==> src/rtl/dmi_pkg.sv <==
// Shared DMI definitions: request/response op encodings, DM register
// addresses and the master's state encoding.
package dmi_pkg;

  typedef enum logic [1:0] {
    DMI_OP_NOP      = 2'd0,
    DMI_OP_READ     = 2'd1,
    DMI_OP_WRITE    = 2'd2,
    DMI_OP_RESERVED = 2'd3
  } dmi_req_op_e;

  typedef enum logic [1:0] {
    DMI_RSP_SUCCESS = 2'd0,
    DMI_RSP_FAILED  = 2'd2
  } dmi_rsp_op_e;

  typedef enum logic [1:0] {
    ST_IDLE    = 2'd0,
    ST_BUS     = 2'd1,
    ST_RECOVER = 2'd2,
    ST_RESP    = 2'd3
  } dmi_state_e;

  localparam logic [6:0] DM_ADDR_DATA0     = 7'h04;
  localparam logic [6:0] DM_ADDR_DATA1     = 7'h05;
  localparam logic [6:0] DM_ADDR_DMCONTROL = 7'h10;

endpackage

==> src/rtl/wb_ack_timer.sv <==
// Ack timeout counter: cleared on load, advances while counting, and flags
// expiry on the cycle that would make it the LIMIT-th counted cycle.
module wb_ack_timer #(
  parameter int LIMIT = 255
) (
  input  logic clk_i,
  input  logic rst_i,
  input  logic load_i,
  input  logic count_i,
  output logic expired_o
);

  localparam int CNT_W = $clog2(LIMIT + 1);
  localparam logic [CNT_W-1:0] LAST = CNT_W'(LIMIT - 1);

  logic [CNT_W-1:0] cnt_q;
  logic [CNT_W-1:0] cnt_d;

  always_comb begin
    cnt_d = cnt_q;
    if (load_i) begin
      cnt_d = '0;
    end else if (count_i && (cnt_q != LAST)) begin
      cnt_d = cnt_q + CNT_W'(1);
    end
  end

  always_ff @(posedge clk_i or negedge rst_i) begin
    if (!rst_i) begin
      cnt_q <= '0;
    end else begin
      cnt_q <= cnt_d;
    end
  end

  assign expired_o = count_i && (cnt_q == LAST);

endmodule

==> src/rtl/wishbone_dmi_master.sv <==
// DMI-to-Wishbone initiator: one single Wishbone cycle per DMI request, one response back.
// Optional ack timeout enabled by defining WISHBONE_DMI_MASTER_TIMEOUT_EN.
module wishbone_dmi_master
  import dmi_pkg::*;
#(
  parameter int ADDR_W         = 7,
  parameter int DATA_W         = 64,
  parameter int TIMEOUT_CYCLES = 255
) (
  input  logic              clk_i,
  input  logic              rst_i,
  input  logic              req_valid_i,
  output logic              req_ready_o,
  input  logic [1:0]        req_op_i,
  input  logic [ADDR_W-1:0] req_addr_i,
  input  logic [DATA_W-1:0] req_data_i,
  output logic              rsp_valid_o,
  input  logic              rsp_ready_i,
  output logic [1:0]        rsp_op_o,
  output logic [DATA_W-1:0] rsp_data_o,
  output logic [31:0]       addr_o,
  output logic              we_o,
  output logic [DATA_W-1:0] data_o,
  output logic              cyc_o,
  output logic              stb_o,
  input  logic              ack_i,
  input  logic [DATA_W-1:0] data_i,
  output logic              busy_o
);

  dmi_state_e        state_q;
  logic              reqReady_q;
  logic              rspValid_q;
  logic [1:0]        rspOp_q;
  logic [DATA_W-1:0] rspData_q;
  logic [31:0]       addr_q;
  logic              we_q;
  logic [DATA_W-1:0] wdata_q;
  logic              cyc_q;
  logic              busy_q;
  logic              timeout;

`ifdef WISHBONE_DMI_MASTER_TIMEOUT_EN
  logic timerLoad;
  logic timerCount;

  assign timerLoad  = (state_q == ST_IDLE) && req_valid_i &&
                      ((req_op_i == DMI_OP_READ) || (req_op_i == DMI_OP_WRITE));
  assign timerCount = (state_q == ST_BUS) && !ack_i;

  wb_ack_timer #(
    .LIMIT(TIMEOUT_CYCLES)
  ) u_timer (
    .clk_i    (clk_i),
    .rst_i    (rst_i),
    .load_i   (timerLoad),
    .count_i  (timerCount),
    .expired_o(timeout)
  );
`else
  assign timeout = 1'b0;
`endif

  // RECOVER waits for ack to fall so the slave is idle before any new cycle.
  always_ff @(posedge clk_i or negedge rst_i) begin
    if (!rst_i) begin
      state_q    <= ST_IDLE;
      reqReady_q <= 1'b1;
      rspValid_q <= 1'b0;
      rspOp_q    <= DMI_RSP_SUCCESS;
      rspData_q  <= '0;
      addr_q     <= '0;
      we_q       <= 1'b0;
      wdata_q    <= '0;
      cyc_q      <= 1'b0;
      busy_q     <= 1'b0;
    end else begin
      case (state_q)
        ST_IDLE: begin
          if (req_valid_i) begin
            reqReady_q <= 1'b0;
            busy_q     <= 1'b1;
            addr_q     <= {{(32-ADDR_W){1'b0}}, req_addr_i};
            wdata_q    <= req_data_i;
            we_q       <= (req_op_i == DMI_OP_WRITE);
            case (req_op_i)
              DMI_OP_READ, DMI_OP_WRITE: begin
                cyc_q   <= 1'b1;
                state_q <= ST_BUS;
              end
              DMI_OP_NOP: begin
                rspOp_q    <= DMI_RSP_SUCCESS;
                rspData_q  <= '0;
                rspValid_q <= 1'b1;
                state_q    <= ST_RESP;
              end
              default: begin
                rspOp_q    <= DMI_RSP_FAILED;
                rspData_q  <= '0;
                rspValid_q <= 1'b1;
                state_q    <= ST_RESP;
              end
            endcase
          end
        end
        ST_BUS: begin
          if (ack_i) begin
            rspData_q <= data_i;
            rspOp_q   <= DMI_RSP_SUCCESS;
            cyc_q     <= 1'b0;
            state_q   <= ST_RECOVER;
          end else if (timeout) begin
            rspData_q <= '0;
            rspOp_q   <= DMI_RSP_FAILED;
            cyc_q     <= 1'b0;
            state_q   <= ST_RECOVER;
          end
        end
        ST_RECOVER: begin
          if (!ack_i) begin
            rspValid_q <= 1'b1;
            state_q    <= ST_RESP;
          end
        end
        ST_RESP: begin
          if (rsp_ready_i) begin
            rspValid_q <= 1'b0;
            reqReady_q <= 1'b1;
            busy_q     <= 1'b0;
            state_q    <= ST_IDLE;
          end
        end
        default: begin
          state_q <= ST_IDLE;
        end
      endcase
    end
  end

  assign req_ready_o = reqReady_q;
  assign rsp_valid_o = rspValid_q;
  assign rsp_op_o    = rspOp_q;
  assign rsp_data_o  = rspData_q;
  assign addr_o      = addr_q;
  assign we_o        = we_q;
  assign data_o      = wdata_q;
  assign cyc_o       = cyc_q;
  assign stb_o       = cyc_q;
  assign busy_o      = busy_q;

endmodule
==> config.mk <==
export PLATFORM = sky130hd
export DESIGN_NAME = wishbone_dmi_master
export DESIGN_NICKNAME = d
export VERILOG_FILES = /design/src/rtl/dmi_pkg.sv /design/src/rtl/wb_ack_timer.sv /design/src/rtl/wishbone_dmi_master.sv
export SDC_FILE = /design/constraint.sdc
export NUM_CORES = 1
export LEC_CHECK = 0
export BUFFER_PORTS_ARGS = -buffer_cell sky130_fd_sc_hd__buf_2
export CAP_MARGIN = 25
export CORE_AREA = 2 2 122 124
export DETAILED_ROUTE_END_ITERATION = 10
export DIE_AREA = 0 0 124 126
export HOLD_SLACK_MARGIN = 0.03
export PLACE_DENSITY = 0.82
export SYNTH_ARGS = -nofsm -noshare
export SYNTH_HDL_FRONTEND = slang
export SYNTH_SLANG_ARGS = --single-unit
==> constraint.sdc <==
create_clock -name clk_i -period 2.5 [get_ports clk_i]
set_input_delay 0.625 -clock clk_i [delete_from_list [all_inputs] [get_ports clk_i]]
set_output_delay 0.625 -clock clk_i [all_outputs]
set_load 0.005 [all_outputs]
==> flow_metrics.py, run 1 <==
metrics = {
    "critical_path": {
        "crit_path_end_kind": "flip-flop",
        "criticalPathCategory": "reg -> reg",
        "critPathArrivalTime_ns": 2.20,
        "rrSetupSlack_ns": 0.63,
        "crit-reg2reg-launch": "state_q[1]$_DFFE_PN0P_",
        "crit_required_ns": 2.83,
        "crit_path_max_fanout": 41,
        "r2r_end": "rsp_data_o[8]$_DFFE_PN0P_",
        "worstSetupStartpointType": "flip-flop",
        "r2r_cells": 6,
    },
    "worst_hold_path": {
        "hold_class": "in -> async",
    },
    "final_layout": {
        "drive_gt1_share_pct": 50.1,
        "fin_nets": 941,
        "post-route-util_pct": 58.1,
        "syn_to_final_growth_pct": 34.7,
        "fillers": 1222,
    },
    "placed_design": {
        "globalplace.congestion": 0.822,
        "port_buffers": 283,
        "dp_hpwl_mm": 10.7,
    },
    "pwr": {
        "switchingPower_uw": 3210,
        "switching_share_pct": 32.5,
        "p_leak_uw": 0.00435,
        "intPower_uw": 6660,
        "sequentialPowerShare_pct": 37.4,
        "p_per_area_nw_per_um2": 1190,
        "comb_power_share_pct": 38.9,
        "clock_power_share_pct": 23.7,
        "ir_drop_uv": 761,
    },
    "grt": {
        "grtUsageTotal_pct": 18.5,
        "grt_pass1_vias": 4748,
        "grt_max_degree": 74,
        "antenna_found_initial": 2,
        "grt_first_pass_wirelength_mm": 22.4,
        "grt_overflow": 0,
    },
    "clock_tree": {
        "numCtsBuffers": 17,
        "clock_latency_ns": 0.41,
        "postCtsSetupBuffers": 0,
        "post_cts_resized": 0,
        "clock_path_buffers": 2,
        "cts-root-buf": "clkbuf_16",
        "htreeDepth": 4,
        "cts_tree": "done",
        "path_clk_slew_ns": 0.06,
        "cts.sinks": 143,
        "cts_hold_buffers": 0,
    },
    "synthesis": {
        "synth-edff-count": 0,
        "synth-async-reset-ratio_pct": 100,
        "synth_seq_cells": 143,
        "ys.flop_type": "dfrtp_1",
        "synth-seq-area-share_pct": 58.0,
        "yosysUniqueCellTypes": 26,
        "synth_cells": 502,
        "syn_area_um2": 6170,
        "synth_area_per_cell_um2": 12.3,
        "synth-warning-count": 0,
    },
    "timing": {
        "fmax_mhz": 534,
        "finalClockSkew_ns": 0.00482,
        "setup_viol_count_final": 0,
        "drv_slew": 0,
        "finalHoldViolations": 0,
        "period_needed_ns": 1.87,
        "finalCritPeriodShare_pct": 74.9,
        "rsz0062_at_grt": "false",
        "whs_ns": 0.146,
        "final.setup.tns_ns": 0,
    },
    "floorplan": {
        "std_cell_rows": 44,
        "ios": 310,
        "initial_utilization_pct": 43.1,
        "dieWidth_um": 124,
        "die_y_um": 126,
        "design.die.area_um2": 15600,
        "core_um2": 14300,
    },
    "routing": {
        "vias": 4603,
        "vias_per_cell": 4.64,
        "first_iter_violations": 157,
        "antenna_left": 0,
        "wire_per_inst_um": 14.6,
        "routed_wl_mm": 14.4,
        "dr.pass1.iters": 4,
        "drcViolationCount": 0,
    },
    "job": {
        "drv_cap": 0,
    },
    "outcome": {
        "status": "finished clean",
    },
}
-- cell families after synthesis --
group           Yosys count  synth area share, %
compound gates           14                 1.42
fa+ha+maj                 7                 1.42
buf+inv                 121                 9.99
flops                   143                 58.0
mux                     141                 24.3
other cells               1               0.0607
simple gates             75                 4.80
-- synth_stat cells, drive strengths merged, types with 2 or more instances --
library cell	number	area [um^2]
nor2	3	11.3
buf	44	328
nand2b	3	18.8
o21ai	2	10.0
clkbuf	6	22.5
a31oi	2	12.5
ha	7	87.6
nand2	67	254
dfrtp	142	3550
mux2i	68	681
inv	71	267
mux2	73	822
a21oi	6	33.8
-- power by group through the flow --
stage               logic (uW)  clock network (uW)  registers, uW
global route              4210                2500           3810
CTS                       3910                2400           3700
finish                    3840                2330           3690
floorplan                 2290                   0           3760
global placement          3790                   0           3680
detailed placement        3900                   0           3720
-- metrics by stage --
stage / setup slack (ns) / power [uW] / std cells / cell area [um^2]
after floorplan: 0.561 / 6060 / 527 / 6270
after global routing: 0.473 / 10500 / 989 / 8310
after global placement: 0.303 / 7460 / 957 / 7750
after detailed placement: 0.238 / 7620 / 957 / 7750
final: 0.628 / 9870 / 991 / 8320
after CTS: 0.598 / 10000 / 989 / 8310
-- critical path: stages, from the launching register on --
cell     delay (ns)
dfrtp_1        0.41
inv_1          0.11
ha_2           0.19
buf_4          0.38
buf_4          0.38
nand2_1        0.11
mux2i_1        0.17
-- metal layers --
metal  GRT usage (%)  vias to the layer above  part of all wire, %
li1                -                     2142                    -
met4            8.00                        0                  2.2
met2            31.0                      227                   50
met5               0                        -                    0
met1            20.9                     2205                   38
met3            7.16                       29                  9.7
-- cell type report --
class / instances / area (um^2) / area share [%]
Clock inverter: 9 / 58.8 / 0.707
Tap cell: 184 / 230 / 2.77
Antenna cell: 2 / 5.00 / 0.0602
Multi-Input combinational cell: 263 / 2080 / 25.0
Timing Repair Buffer: 296 / 1600 / 19.2
Sequential cell: 143 / 3580 / 43.0
Inverter: 71 / 267 / 3.20
Clock buffer: 23 / 498 / 5.99
-- worst max path at each step --
| stage | cells after the start | slack, ns | end | start |
|---|---|---|---|---|
| 6_report | 6 | 0.63 | rsp_data_o[8]$_DFFE_PN0P_ | state_q[1]$_DFFE_PN0P_ |
| 2_1_floorplan | 6 | 0.56 | rsp_op_o[1]$_DFFE_PN0P_ | req_op_i[0] |
| 5_1_grt | 6 | 0.47 | rsp_data_o[12]$_DFFE_PN0P_ | state_q[1]$_DFFE_PN0P_ |
| 3_5_place_dp | 8 | 0.24 | rsp_data_o[27]$_DFFE_PN0P_ | req_op_i[0] |
| 3_3_place_gp | 8 | 0.30 | rsp_data_o[14]$_DFFE_PN0P_ | req_op_i[0] |
| 4_1_cts | 6 | 0.60 | rsp_data_o[8]$_DFFE_PN0P_ | state_q[1]$_DFFE_PN0P_ |
-- cell usage in the layout (no fill, tap or decap) --
| cell | instances |
|---|---|
| nor2_1 | 3 |
| nand2_2 | 1 |
| clkbuf_16 | 17 |
| a31oi_1 | 2 |
| buf_6 | 1 |
| ha_1 | 6 |
| a21boi_0 | 1 |
| mux2_2 | 72 |
| dfstp_2 | 1 |
| a21oi_4 | 1 |
| buf_4 | 7 |
| ha_2 | 1 |
| dfrtp_1 | 142 |
| clkinv_2 | 4 |
| clkbuf_1 | 1 |
| mux2i_1 | 68 |
| buf_2 | 282 |
| nand2_1 | 66 |
| conb_1 | 26 |
| nand2b_1 | 3 |
| clkbuf_8 | 5 |
| and3_1 | 1 |
| clkinv_4 | 1 |
| o2111ai_1 | 1 |
| a21oi_1 | 5 |
| o21ai_0 | 2 |
| clkinvlp_4 | 4 |
| o22ai_1 | 1 |
| mux2_1 | 1 |
| diode_2 | 2 |
| buf_12 | 6 |
| o2bb2ai_1 | 1 |
| nor2b_1 | 1 |
| inv_1 | 71 |
-- flip-flops by register name, indices dropped and copies added, names as in the netlist, 2 cells and up --
| register | flops |
|---|---|
| addr_o | 7 |
| data_o | 64 |
| rsp_data_o | 64 |
| state_q | 2 |
(Power assumes the default switching activity.)
==> inputs of run 2 (changes only) <==
- ABC_AREA: not set -> 1
- PLACE_DENSITY: 0.82 -> 0.81
- clock period: 2.5 -> 1.73 ns (I/O delays scaled with it)
==> run 2 against run 1 <==
  * Combinational power rose by 62%
  * First-iteration DRC count up 53%
  * Cell count rose by 18%
  * Register-to-register slack worse by 0.48 ns
  * Sequential share of layout area hardly changed
  * Maximum frequency is 18% higher
  * Clock skew is 0.0057 ns higher
  * Global-route usage up 0.97 points
  * Worst setup slack worse by 0.48 ns
  * Core utilization fell by 0.061 points
  * Sequential power grew 54%
  * Die area is the same
  * Largest cell class unchanged
==> flow_metrics.py, run 2 <==
metrics = {
    "critical_path": {
        "r2r_end": "rsp_data_o[40]$_DFFE_PN0P_",
        "cp_num_buf_inv": 2,
        "criticalPathCategory": "reg -> reg",
        "critical_path.top_delay_family": "flip-flops",
        "worstSetupStartpointType": "flip-flop",
        "crit_required_ns": 2.02,
        "critPathArrivalTime_ns": 1.88,
        "crit_path_top_delay_cell": "dfrtp_1",
        "crit_path_max_fanout": 12,
        "rrSetupSlack_ns": 0.14,
        "slowest_delay_ns": 0.44,
        "r2r_cells": 8,
        "crit_path_end_kind": "flip-flop",
        "cp_cell_sequence": "inv_2 -> ha_4 -> nor2_1 -> nor2_4 -> nand2_8 -> buf_4 -> nand2_1 -> o21ai_1",
        "crit-reg2reg-launch": "state_q[0]$_DFFE_PN0P_",
    },
    "worst_hold_path": {
        "min_to": "data_o[44]$_DFFE_PN0P_",
        "hp-start": "req_data_i[44]",
        "hold_class": "in -> reg",
        "hold-path-cell-count": 3,
    },
    "clock_tree": {
        "path_clk_slew_ns": 0.06,
        "htreeDepth": 4,
        "cts-root-buf": "clkbuf_16",
        "postCtsSetupBuffers": 0,
        "numCtsBuffers": 17,
        "cts.sinks": 143,
        "cts_tree": "done",
        "clock_latency_ns": 0.42,
        "clock_path_buffers": 2,
    },
    "pwr": {
        "comb_power_share_pct": 39.2,
        "sequentialPowerShare_pct": 35.9,
        "switching_share_pct": 36.2,
        "p_leak_uw": 0.00474,
        "p_per_area_nw_per_um2": 1910,
        "clock_power_share_pct": 25.0,
        "switchingPower_uw": 5750,
        "intPower_uw": 10100,
        "ir_drop_uv": 754,
    },
    "timing": {
        "worst_slack_ns": 0.144,
        "fmax_mhz": 631,
        "period_needed_ns": 1.59,
        "drv_slew": 0,
        "finalCritPeriodShare_pct": 91.7,
        "finalHoldViolations": 0,
        "setup_viol_count_final": 0,
        "finalClockSkew_ns": 0.0106,
    },
    "synthesis": {
        "syn_area_um2": 5950,
        "yosysUniqueCellTypes": 22,
        "yosys-top-cells-area": "dfrtp_1, nand2_1, o21ai_1",
        "synth-seq-area-share_pct": 60.1,
        "synth-edff-count": 0,
        "netlist.top_cell.by_area": "dfrtp_1",
        "synth-async-reset-ratio_pct": 100,
        "synth.top_cell.area_share_pct": 59.7,
        "synth-warning-count": 0,
        "ys.flop_type": "dfrtp_1",
        "synth_cells": 679,
        "synth.top_cells.by_count": "nand2_1, dfrtp_1, o21ai_1",
        "synth_area_per_cell_um2": 8.77,
        "synth_seq_cells": 143,
        "yosysMostFrequentCell": "nand2_1",
    },
    "final_layout": {
        "fillers": 1202,
        "final_cell_mix": "nand2_1, buf_2, dfrtp_1, o21ai_1, conb_1",
        "fin_nets": 1120,
        "post-route-util_pct": 58.0,
        "fin_area_um2": 8310,
        "num_antenna_cells": 0,
        "drive_gt1_share_pct": 36.0,
        "seq_area_um2": 3580,
        "layout_commonest_cell": "nand2_1",
        "syn_to_final_growth_pct": 39.6,
        "finalNonFillerCells": 1168,
        "multi_input_area_um2": 2020,
    },
    "routing": {
        "first_iter_violations": 240,
        "routed_wl_mm": 15.2,
        "antenna_left": 0,
        "wire_per_inst_um": 13.0,
        "vias_per_cell": 4.58,
        "drcViolationCount": 0,
        "dr.pass1.iters": 5,
        "vias": 5349,
    },
    "job": {
        "drv_cap": 0,
    },
    "placed_design": {
        "dp_worst_setup_slack_ns": 0.0187,
        "postPlaceCellArea_um2": 7580,
        "port_buffers": 283,
        "dp_hpwl_mm": 10.8,
        "placedCellCount": 1134,
        "globalplace.congestion": 0.774,
    },
    "grt": {
        "grtUsageMet3_pct": 6.84,
        "use_met2_pct": 31.8,
        "top_usage_layer": "met2",
        "met1_usage_pct": 24.5,
        "grt_max_degree": 74,
        "antenna_found_initial": 0,
        "grt_first_pass_wirelength_mm": 23.6,
        "grtUsageTotal_pct": 19.5,
        "grt_overflow": 0,
        "grt_pass1_vias": 4946,
    },
    "floorplan": {
        "die_y_um": 126,
        "design.die.area_um2": 15600,
        "dieWidth_um": 124,
        "core_um2": 14300,
        "initial_utilization_pct": 41.6,
        "ios": 310,
        "std_cell_rows": 44,
    },
    "outcome": {
        "status": "finished clean",
    },
}
==> run 2: cell count changes in the layout (fill, tap and decap cells not counted), sizes merged, moves of 14 or more <==
cell,change
inv,-54
mux2,-73
nand2,+298
o21ai,+66
mux2i,-68
buf,+14
==> run 2: metal layers <==
metal	wire (um)	up-vias
li1	-	2624
met1	6410	2467
met2	7160	237
met3	1380	21
met4	203	0
met5	0	-
==> run 2: area by class of cell <==
type                            instances  area share [%]
Clock buffer                           18            5.17
Clock inverter                         14            2.59
Inverter                               16           0.723
Multi-Input combinational cell        481            24.3
Sequential cell                       143            43.1
Tap cell                              184            2.77
Timing Repair Buffer                  312            21.3
==> run 2: stage by stage <==
stage | hold slack, ns | total power [uW] | setup TNS [ns]
after floorplan | 0.137 | 9180 | 0
after global placement | 0.387 | 11500 | 0
after detailed placement | 0.395 | 11700 | 0
after CTS | 0.190 | 15700 | 0
after global routing | 0.191 | 17200 | -0.0103
final | 0.206 | 15900 | 0
==> run 2: timing repair <==
action	4_1_cts	5_1_grt
resized for setup	1	9
pin swaps	0	0
endpoints found under the setup margin	1	50
cloned	0	1
hold buffers	1	0
hold endpoints to repair	34	0
==> run 2: cell families (layout without fill, tap and decap cells) <==
family          count (synthesis)  count (layout)  share of synthesized area (%)
compound gates                 70              70                           5.93
buf+inv                        80             360                           8.22
other cells                     1              26                         0.0630
simple gates                  378             378                           24.2
fa+ha+maj                       7               7                           1.47
flops                         143             143                           60.1
==> run 2: worst max-delay path by stage <==
stage | start | to | slack, ns | cells past startpoint
floorplan | state_q[0]$_DFFE_PN0P_ | rsp_data_o[39]$_DFFE_PN0P_ | 0.18 | 8
global placement | state_q[0]$_DFFE_PN0P_ | rsp_data_o[27]$_DFFE_PN0P_ | 0.08 | 8
detailed placement | state_q[0]$_DFFE_PN0P_ | rsp_data_o[33]$_DFFE_PN0P_ | 0.02 | 8
CTS | state_q[1]$_DFFE_PN0P_ | rsp_data_o[33]$_DFFE_PN0P_ | 0.02 | 9
global route | state_q[0]$_DFFE_PN0P_ | rsp_data_o[47]$_DFFE_PN0P_ | -0.01 | 8
finish | state_q[0]$_DFFE_PN0P_ | rsp_data_o[40]$_DFFE_PN0P_ | 0.14 | 8
==> run 2: worst register-to-register path, stage by stage (launching register included) <==
cell	delay (ns)
dfrtp_1	0.44
inv_2	0.13
ha_4	0.18
nor2_1	0.07
nor2_4	0.19
nand2_8	0.12
buf_4	0.20
nand2_1	0.06
o21ai_1	0.08
==> run 2: power groups by stage <==
stage / Combinational [uW] / Sequential, uW / Clock [uW]
3_3_place_gp: 5790 / 5670 / 0
6_report: 6220 / 5700 / 3970
5_1_grt: 7090 / 5890 / 4220
4_1_cts: 6040 / 5690 / 4020
2_1_floorplan: 3400 / 5790 / 0
3_5_place_dp: 6050 / 5670 / 0
